File: config.mk
export PLATFORM = sky130hd
export DESIGN_NAME = acc_job_sched
export DESIGN_NICKNAME = d
export VERILOG_FILES = /design/src/rtl/acc_job_sched_pkg.sv /design/src/rtl/acc_rr_arb.sv /design/src/rtl/acc_job_sched.sv
export SDC_FILE = /design/constraint.sdc
export NUM_CORES = 1
export LEC_CHECK = 0
export ABC_AREA = 1
export CAP_MARGIN = 15
export CELL_PAD_IN_SITES_DETAIL_PLACEMENT = 1
export CELL_PAD_IN_SITES_GLOBAL_PLACEMENT = 1
export CORE_MARGIN = 1
export CORE_UTILIZATION = 21
export CTS_CLUSTER_SIZE = 10
export DETAILED_ROUTE_END_ITERATION = 8
export GPL_TIMING_DRIVEN = 0
export PLACE_DENSITY = 0.85
export SLEW_MARGIN = 0
export SYNTH_ARGS = -nofsm -noshare
export SYNTH_HDL_FRONTEND = slang
export SYNTH_SLANG_ARGS = --single-unit
File: constraint.sdc
create_clock -name clk -period 1.6 [get_ports clk]
set_clock_uncertainty 0.2 [all_clocks]
set_input_delay 0.24 -clock clk [delete_from_list [all_inputs] [get_ports clk]]
set_output_delay 0.24 -clock clk [all_outputs]
set_load 0.02 [all_outputs]
File: src/rtl/acc_job_sched_pkg.sv
// rtl/acc_job_sched_pkg.sv - shared FSM encoding and widths for acc_job_sched
package acc_job_sched_pkg;

  localparam int N_REQ_DEF = 2;
  localparam int LEN_W_DEF = 4;
  localparam int ACC_W     = 8;
  localparam int IDX_W     = 3;

  typedef enum logic [1:0] {
    ST_IDLE,
    ST_CLR,
    ST_RUN,
    ST_DONE
  } state_e;

endpackage

File: src/rtl/acc_rr_arb.sv
// rtl/acc_rr_arb.sv - combinational round-robin pick of the first request at or after ptr
module acc_rr_arb
  import acc_job_sched_pkg::*;
#(
  parameter int N_REQ = N_REQ_DEF
) (
  input  logic [N_REQ-1:0] req,
  input  logic [IDX_W-1:0] ptr,
  output logic             any,
  output logic [N_REQ-1:0] pick_oh,
  output logic [IDX_W-1:0] pick_idx
);

  int pos;

  // Walk offsets from ptr; the first hit wins, so lower offsets have priority.
  always_comb begin
    any      = 1'b0;
    pick_oh  = '0;
    pick_idx = '0;
    pos      = 0;
    for (int off = 0; off < N_REQ; off++) begin
      pos = int'(ptr) + off;
      if (pos >= N_REQ) pos = pos - N_REQ;
      for (int k = 0; k < N_REQ; k++) begin
        if (!any && k == pos && req[k]) begin
          any        = 1'b1;
          pick_oh[k] = 1'b1;
          pick_idx   = IDX_W'(k);
        end
      end
    end
  end

endmodule

File: src/rtl/acc_job_sched.sv
// rtl/acc_job_sched.sv - round-robin job scheduler sharing one 8-bit accumulator
module acc_job_sched
  import acc_job_sched_pkg::*;
#(
  parameter int N_REQ = N_REQ_DEF,
  parameter int LEN_W = LEN_W_DEF
) (
  input  logic                   clk,
  input  logic                   clear_n,
  input  logic [N_REQ-1:0]       req,
  input  logic [N_REQ*LEN_W-1:0] len,
  input  logic [N_REQ-1:0]       op_valid,
  input  logic [N_REQ*ACC_W-1:0] op_data,
  output logic [N_REQ-1:0]       op_ready,
  output logic [N_REQ-1:0]       gnt,
  output logic                   res_valid,
  output logic [IDX_W-1:0]       res_id,
  output logic [ACC_W-1:0]       res_data,
  output logic                   res_ovf,
  output logic [ACC_W-1:0]       acc_accin,
  output logic                   acc_cin,
  output logic                   acc_clear,
  input  logic [ACC_W-1:0]       acc_accout,
  input  logic                   acc_cout
);

  state_e           state_q, state_d;
  logic [N_REQ-1:0] gnt_q, gnt_d;
  logic [IDX_W-1:0] gid_q, gid_d;
  logic [IDX_W-1:0] ptr_q, ptr_d;
  logic [LEN_W-1:0] cnt_q, cnt_d;
  logic             ovf_q, ovf_d;
  logic             res_valid_q, res_valid_d;

  logic             arb_any;
  logic [N_REQ-1:0] arb_oh;
  logic [IDX_W-1:0] arb_idx;
  logic [LEN_W-1:0] arb_len;
  logic [ACC_W-1:0] g_data;
  logic             accept;

  acc_rr_arb #(.N_REQ(N_REQ)) u_arb (
    .req      (req),
    .ptr      (ptr_q),
    .any      (arb_any),
    .pick_oh  (arb_oh),
    .pick_idx (arb_idx)
  );

  always_comb begin
    arb_len = '0;
    g_data  = '0;
    for (int k = 0; k < N_REQ; k++) begin
      if (arb_oh[k]) arb_len = len[k*LEN_W +: LEN_W];
      if (gnt_q[k])  g_data  = op_data[k*ACC_W +: ACC_W];
    end
  end

  assign op_ready  = (state_q == ST_RUN) ? gnt_q : '0;
  assign accept    = |(op_valid & op_ready);
  // acc adds every edge, so anything but an accepted operand must be zero.
  assign acc_accin = accept ? g_data : '0;
  assign acc_cin   = 1'b0;
  assign acc_clear = ~clear_n | (state_q == ST_CLR);

  assign gnt       = gnt_q;
  assign res_valid = res_valid_q;
  assign res_id    = gid_q;
  assign res_data  = acc_accout;
  assign res_ovf   = ovf_q;

  always_comb begin
    state_d     = state_q;
    gnt_d       = gnt_q;
    gid_d       = gid_q;
    ptr_d       = ptr_q;
    cnt_d       = cnt_q;
    ovf_d       = ovf_q;
    res_valid_d = 1'b0;
    case (state_q)
      ST_IDLE: begin
        if (arb_any) begin
          gnt_d   = arb_oh;
          gid_d   = arb_idx;
          cnt_d   = arb_len;
          ovf_d   = 1'b0;
          state_d = ST_CLR;
        end
      end
      ST_CLR: state_d = ST_RUN;
      ST_RUN: begin
        if (accept) begin
          ovf_d = ovf_q | acc_cout;
          if (cnt_q == '0) begin
            state_d     = ST_DONE;
            res_valid_d = 1'b1;
          end else begin
            cnt_d = cnt_q - LEN_W'(1);
          end
        end
      end
      ST_DONE: begin
        gnt_d   = '0;
        ptr_d   = (gid_q == IDX_W'(N_REQ - 1)) ? '0 : gid_q + IDX_W'(1);
        state_d = ST_IDLE;
      end
      default: state_d = ST_IDLE;
    endcase
  end

  always_ff @(posedge clk or negedge clear_n) begin
    if (!clear_n) begin
      state_q     <= ST_IDLE;
      gnt_q       <= '0;
      gid_q       <= '0;
      ptr_q       <= '0;
      cnt_q       <= '0;
      ovf_q       <= 1'b0;
      res_valid_q <= 1'b0;
    end else begin
      state_q     <= state_d;
      gnt_q       <= gnt_d;
      gid_q       <= gid_d;
      ptr_q       <= ptr_d;
      cnt_q       <= cnt_d;
      ovf_q       <= ovf_d;
      res_valid_q <= res_valid_d;
    end
  end

endmodule
Word-level counts from Yosys, hierarchy flattened

Cells that the tools add are included.

Bits in registers: 16
Input port bits: 39

Add/sub/neg operators: 5
Order comparisons: 2
Eq/ne operators: 10
Mux-type cells: 35
Bitwise logic cells: 4
Reductions and logical operators: 22

Operator list:

| kind                                                                | count |
|---|---|
| equality test 2 x 32 -> 1 bit (first input constant)                | 2 |
| zero test 32 bit                                                    | 2 |
| two-way mux 32 bit                                                  | 2 |
| greater-or-equal comparator 32 x 3 -> 1 bit (second input constant) | 1 |
| subtractor 32 x 3 -> 32 bit (second input constant)                 | 1 |
| two-way mux 8 bit                                                   | 3 |
| two-way mux 4 bit                                                   | 5 |
| two-way mux 1 bit                                                   | 15 |
| two-way mux 2 bit                                                   | 5 |
| one-hot mux 2 bit (4 select lines)                                  | 1 |
| one-hot mux 4 bit (2 select lines)                                  | 1 |
| logical AND 1 bit                                                   | 7 |
| != test 2 bit (second input constant)                               | 3 |
| AND reduction 3 bit                                                 | 2 |
| adder 3 x 1 -> 4 bit (second input constant)                        | 1 |
| equality test 2 bit (second input constant)                         | 2 |
| zero test 4 bit                                                     | 1 |
| one-hot mux 2 bit (2 select lines)                                  | 1 |
| AND reduction 2 bit                                                 | 2 |
| AND reduction 4 bit                                                 | 1 |
| nonzero test 2 bit                                                  | 2 |
| subtractor 3 x 2 -> 4 bit (second input constant)                   | 1 |
| subtractor 4 x 1 -> 4 bit (second input constant)                   | 1 |
| adder 3 x 1 -> 3 bit (second input constant)                        | 1 |
| other kinds (12)                                                    | 15 |

Longest topological paths before layout

Word-level depth: 20
Depth in mapped cells: 8
Gate-level depth less buffers: 8

Cells and area by module

Synthesis repeated with hierarchy kept, for this count alone.

Cell total of the unflattened synthesis: 206
Area total of the unflattened synthesis: 1381.3 sq um

By module, submodules not included:

| module        | instances | cells each | area each (sq um) | seq. area each (sq um) |
|---|---|---|---|---|
| acc_job_sched | 1         | 170        | 1184.9            | 400.4 |
| acc_rr_arb    | 1         | 36         | 196.4             | 0.0 |

Least setup slack after synthesis

OpenSTA, ideal clock, no wires.

Kind: reg-to-output
Start: reg state_q[0]
End: out acc_accin[0]
Arrival time: 1.202 ns
Setup slack: -0.042 ns
Cell stages (with the launch flop): 7
Buffers on the path: 0
Cells stage by stage: dfrtp_1 -> inv_1 -> ha_1 -> nand3_1 -> nand2_1 -> nand2_1 -> inv_1

Cells in the longest elaborated chain, start to end: 5

RTL lines:

| item                   | line                 | text |
|---|---|---|
| from (decl)            | acc_job_sched.sv:27  | `state_e state_q, state_d;` |
| from (signal assigned) | acc_job_sched.sv:121 | `state_q <= state_d;` |
| equality test 2 bit    | acc_job_sched.sv:59  | `assign op_ready = (state_q == ST_RUN) ? gnt_q : '0;` |
| two-way mux 2 bit      | acc_job_sched.sv:59  |  |
| bitwise AND 2 bit      | acc_job_sched.sv:60  | `assign accept = \|(op_valid & op_ready);` |
| OR reduction 2 bit     | acc_job_sched.sv:60  |  |
| two-way mux 8 bit      | acc_job_sched.sv:62  | `assign acc_accin = accept ? g_data : '0;` |
| to (decl)              | acc_job_sched.sv:20  | `output logic [ACC_W-1:0] acc_accin,` |

Every way passes these cells.

Worst setup path after layout

Start: reg state_q[0]
End: out acc_clear

Cells in the longest elaborated chain, start to end: 2

RTL lines:

| item                         | line                | text |
|---|---|---|
| equality test 2 x 1 -> 1 bit | acc_job_sched.sv:64 | `assign acc_clear = ~clear_n \| (state_q == ST_CLR);` |
| bitwise OR 1 bit             | acc_job_sched.sv:64 |  |
| to (decl)                    | acc_job_sched.sv:22 | `output logic acc_clear,` |

Every way passes these cells.

==> impl_metrics.tcl <==
set metrics [dict create \
    status "finished with violations" \
    violations "negative hold slack, negative setup slack" \
    switching_share_pct 23.9 \
    synth_area_leader_cell "dfrtp_1" \
    first_pass_iters 4 \
    layout-drive-gt1-share_pct 34.9 \
    cp-startpoint "state_q[0]$_DFFE_PN0P_" \
    hold_path_class "input port to async pin" \
    route.detailed.drc 0 \
    syn-cell-area_um2 1080 \
    synthCells 172 \
    wirelength_um 3910 \
    start_util_pct 22.4 \
    grt_max_degree 14 \
    h-tree-depth 1 \
    path_class "flip-flop to output pin" \
    num-fill-cells 624 \
    finalSetupViolCount 18 \
    rr_worst_depth 8 \
    combPwrFrac_pct 20.7 \
    synth_area_leaders "dfrtp_1, nand2_1, nand3_1, buf_4, inv_1" \
    grt_overflow_total 0 \
    synth.top_cell.area_share_pct 27.8 \
    clockPowerShare_pct 42.6 \
    cp-end-kind "output pin" \
    clk_pin_slew_worst_paths_ps 60 \
    grt_antenna_before_repair 0 \
    grt_setup_unrepaired "yes" \
    worst-path-max-fanout 2 \
    pin_count 66 \
    maxCapViolCount 0 \
    r2r-start "state_q[0]$_DFFE_PN0P_" \
    cp.arrival_ps 1380 \
    max-vdd-ir-drop_mv 0.214 \
    power_density_nw_per_um2 404 \
    power_w 0.000827 \
    cts_root_buf "clkbuf_8" \
    n_antenna_cell 0 \
    p_leak_nw 1.06 \
    ys_top_cells_by_count "nand2_1, inv_1, nand3_1, buf_4, dfrtp_1" \
    p_int_w 0.000630 \
    p_seq_share_pct 36.7 \
    synthArstFlopShare_pct 100 \
    layout_setup_ws_ps -224 \
    hold_viol 12 \
    switchingPower_w 0.000197 \
    synth-edff-count 0 \
    nets 286 \
    area_growth_pct 89.8 \
    finalMaxSlewViolations 0 \
    first_global_vias 1380 \
    fin_area_um2 2050 \
    yosysWarnings 0 \
    gp_congestion 0.761 \
    post-dp-hpwl_um 2860 \
    utilization_pct 42.5 \
    cts.sinks 12 \
    clock_latency_ps 250 \
    synth_seq_cells 12 \
    required_ps 1160 \
    fin_crit_sh_pct 114 \
    synth-main-ff-cell "dfrtp_1" \
    die_h_um 73.7 \
    relSlewSlack_pct 55.6 \
    grt_pass1_wl_um 6180 \
    tritoncts "built" \
    clk_path_buf_depth 2 \
    num_vias 1329 \
    tns_ps -3090 \
    max_freq_ghz 0.548 \
    viasPerCell 4.31 \
    startpoint_type "flip-flop" \
    num_rows 25 \
    ff2ff_setup_slack_ps -140 \
    dieArea_um2 5430 \
    tightest_slew_ps 667 \
    cts_buffers 3 \
    fp.dieW_um 73.7 \
    core_um2 4820 \
    io_buffers 53 \
    yosysSeqAreaShare_pct 27.8 \
    ant_nets 0 \
    wire_per_inst_um 12.7 \
    placed_area_um2 1700 \
    yosysMostFrequentCell "nand2_1" \
    fin_crit_ps 1820 \
    drt-initial-drc-count 20 \
    track_usage_pct 14.9 \
    whs_ps -102 \
    yosysUniqueCellTypes 20 \
    syn-mean-instance-area_um2 6.27 \
    r2r-end "state_q[1]$_DFFE_PN0P_" \
]
-- cells in the final DEF (no fill, tap or decap), types with 3 or more instances in the layout --
master / n
inv_2: 12
nor2_1: 3
clkbuf_8: 4
buf_4: 19
conb_1: 3
o21ai_0: 4
clkdlybuf4s50_1: 36
nand2_4: 3
nand3_1: 19
inv_1: 11
buf_6: 14
ha_4: 3
nand2_2: 10
dlygate4sd2_1: 5
nand3_4: 6
o21ai_1: 3
dfrtp_1: 11
nand2_1: 58
-- stage by stage --
| stage | std cells | setup slack (ps) |
|---|---|---|
| 2_1_floorplan | 174 | -1.63 |
| 3_3_place_gp | 294 | -706 |
| 3_5_place_dp | 294 | -747 |
| 4_1_cts | 306 | -216 |
| 5_1_grt | 308 | -275 |
| 6_report | 308 | -224 |
-- worst max path at each step --
stage                               to  cells past startpoint
final                        acc_clear                      7
after global routing      acc_accin[0]                      7
after CTS                 acc_accin[6]                      7
after detailed placement     acc_clear                      3
after global placement       acc_clear                      3
after floorplan           acc_accin[0]                      6
-- flip-flops by register name, indices dropped and copies added, names as in the netlist --
register / cells
res_id: 1
gnt: 2
ptr_q: 1
state_q: 2
res_ovf: 1
res_valid: 1
cnt_q: 4
-- critical path, cell delays in order (launching register included) --
cell     delay, ps
dfrtp_1        390
buf_4          140
buf_6          100
buf_6          110
ha_4           150
inv_2           50
nand2_2         40
buf_6          150
-- logic make-up after synthesis --
family	count (synthesis)	synth area share, %
AOI/OAI and AO/OA	11	5.34
xor gates and xnor gates	1	0.812
adders and majority gates	5	5.80
buffers and inverters	39	18.7
DFF	12	27.8
other	1	0.348
and+or+nand+nor	103	41.2
-- repair_timing --
action                                  4_1_cts  5_1_grt
endpoints found under the setup margin       24       20
buffers inserted                              9        2
hold endpoints to repair                     12       12
gates cloned                                  0        0
resized for setup                           109       19
pin swaps                                    15        8
-- layer usage --
metal  GRT usage [%]  part of all wire (%)  wire length, um
met5               0                     0                0
met4            4.49                  0.95               37
met3            3.02                   8.1              315
met2            28.5                    51             2010
met1            16.3                    40             1550
-- cell type report --
cell class                      count  area, um2  share of cell area, %
Tap cell                           67       83.8                   4.10
Timing Repair Buffer               63        621                   30.3
Multi-Input combinational cell    123        772                   37.7
Sequential cell                    12        302                   14.7
Inverter                           24       92.6                   4.52
Clock buffer                        4       55.1                   2.69
Buffer                             15        121                   5.93
-- power groups by stage --
stage	sequential, W	clock (W)	combinational (W)
after global routing	0.000303	0.000374	0.000182
final	0.000304	0.000353	0.000171
after global placement	0.000309	0	0.000166
after CTS	0.000303	0.000358	0.000170
after detailed placement	0.000309	0	0.000169
after floorplan	0.000309	0	0.0000625
(Power assumes the default switching activity.)
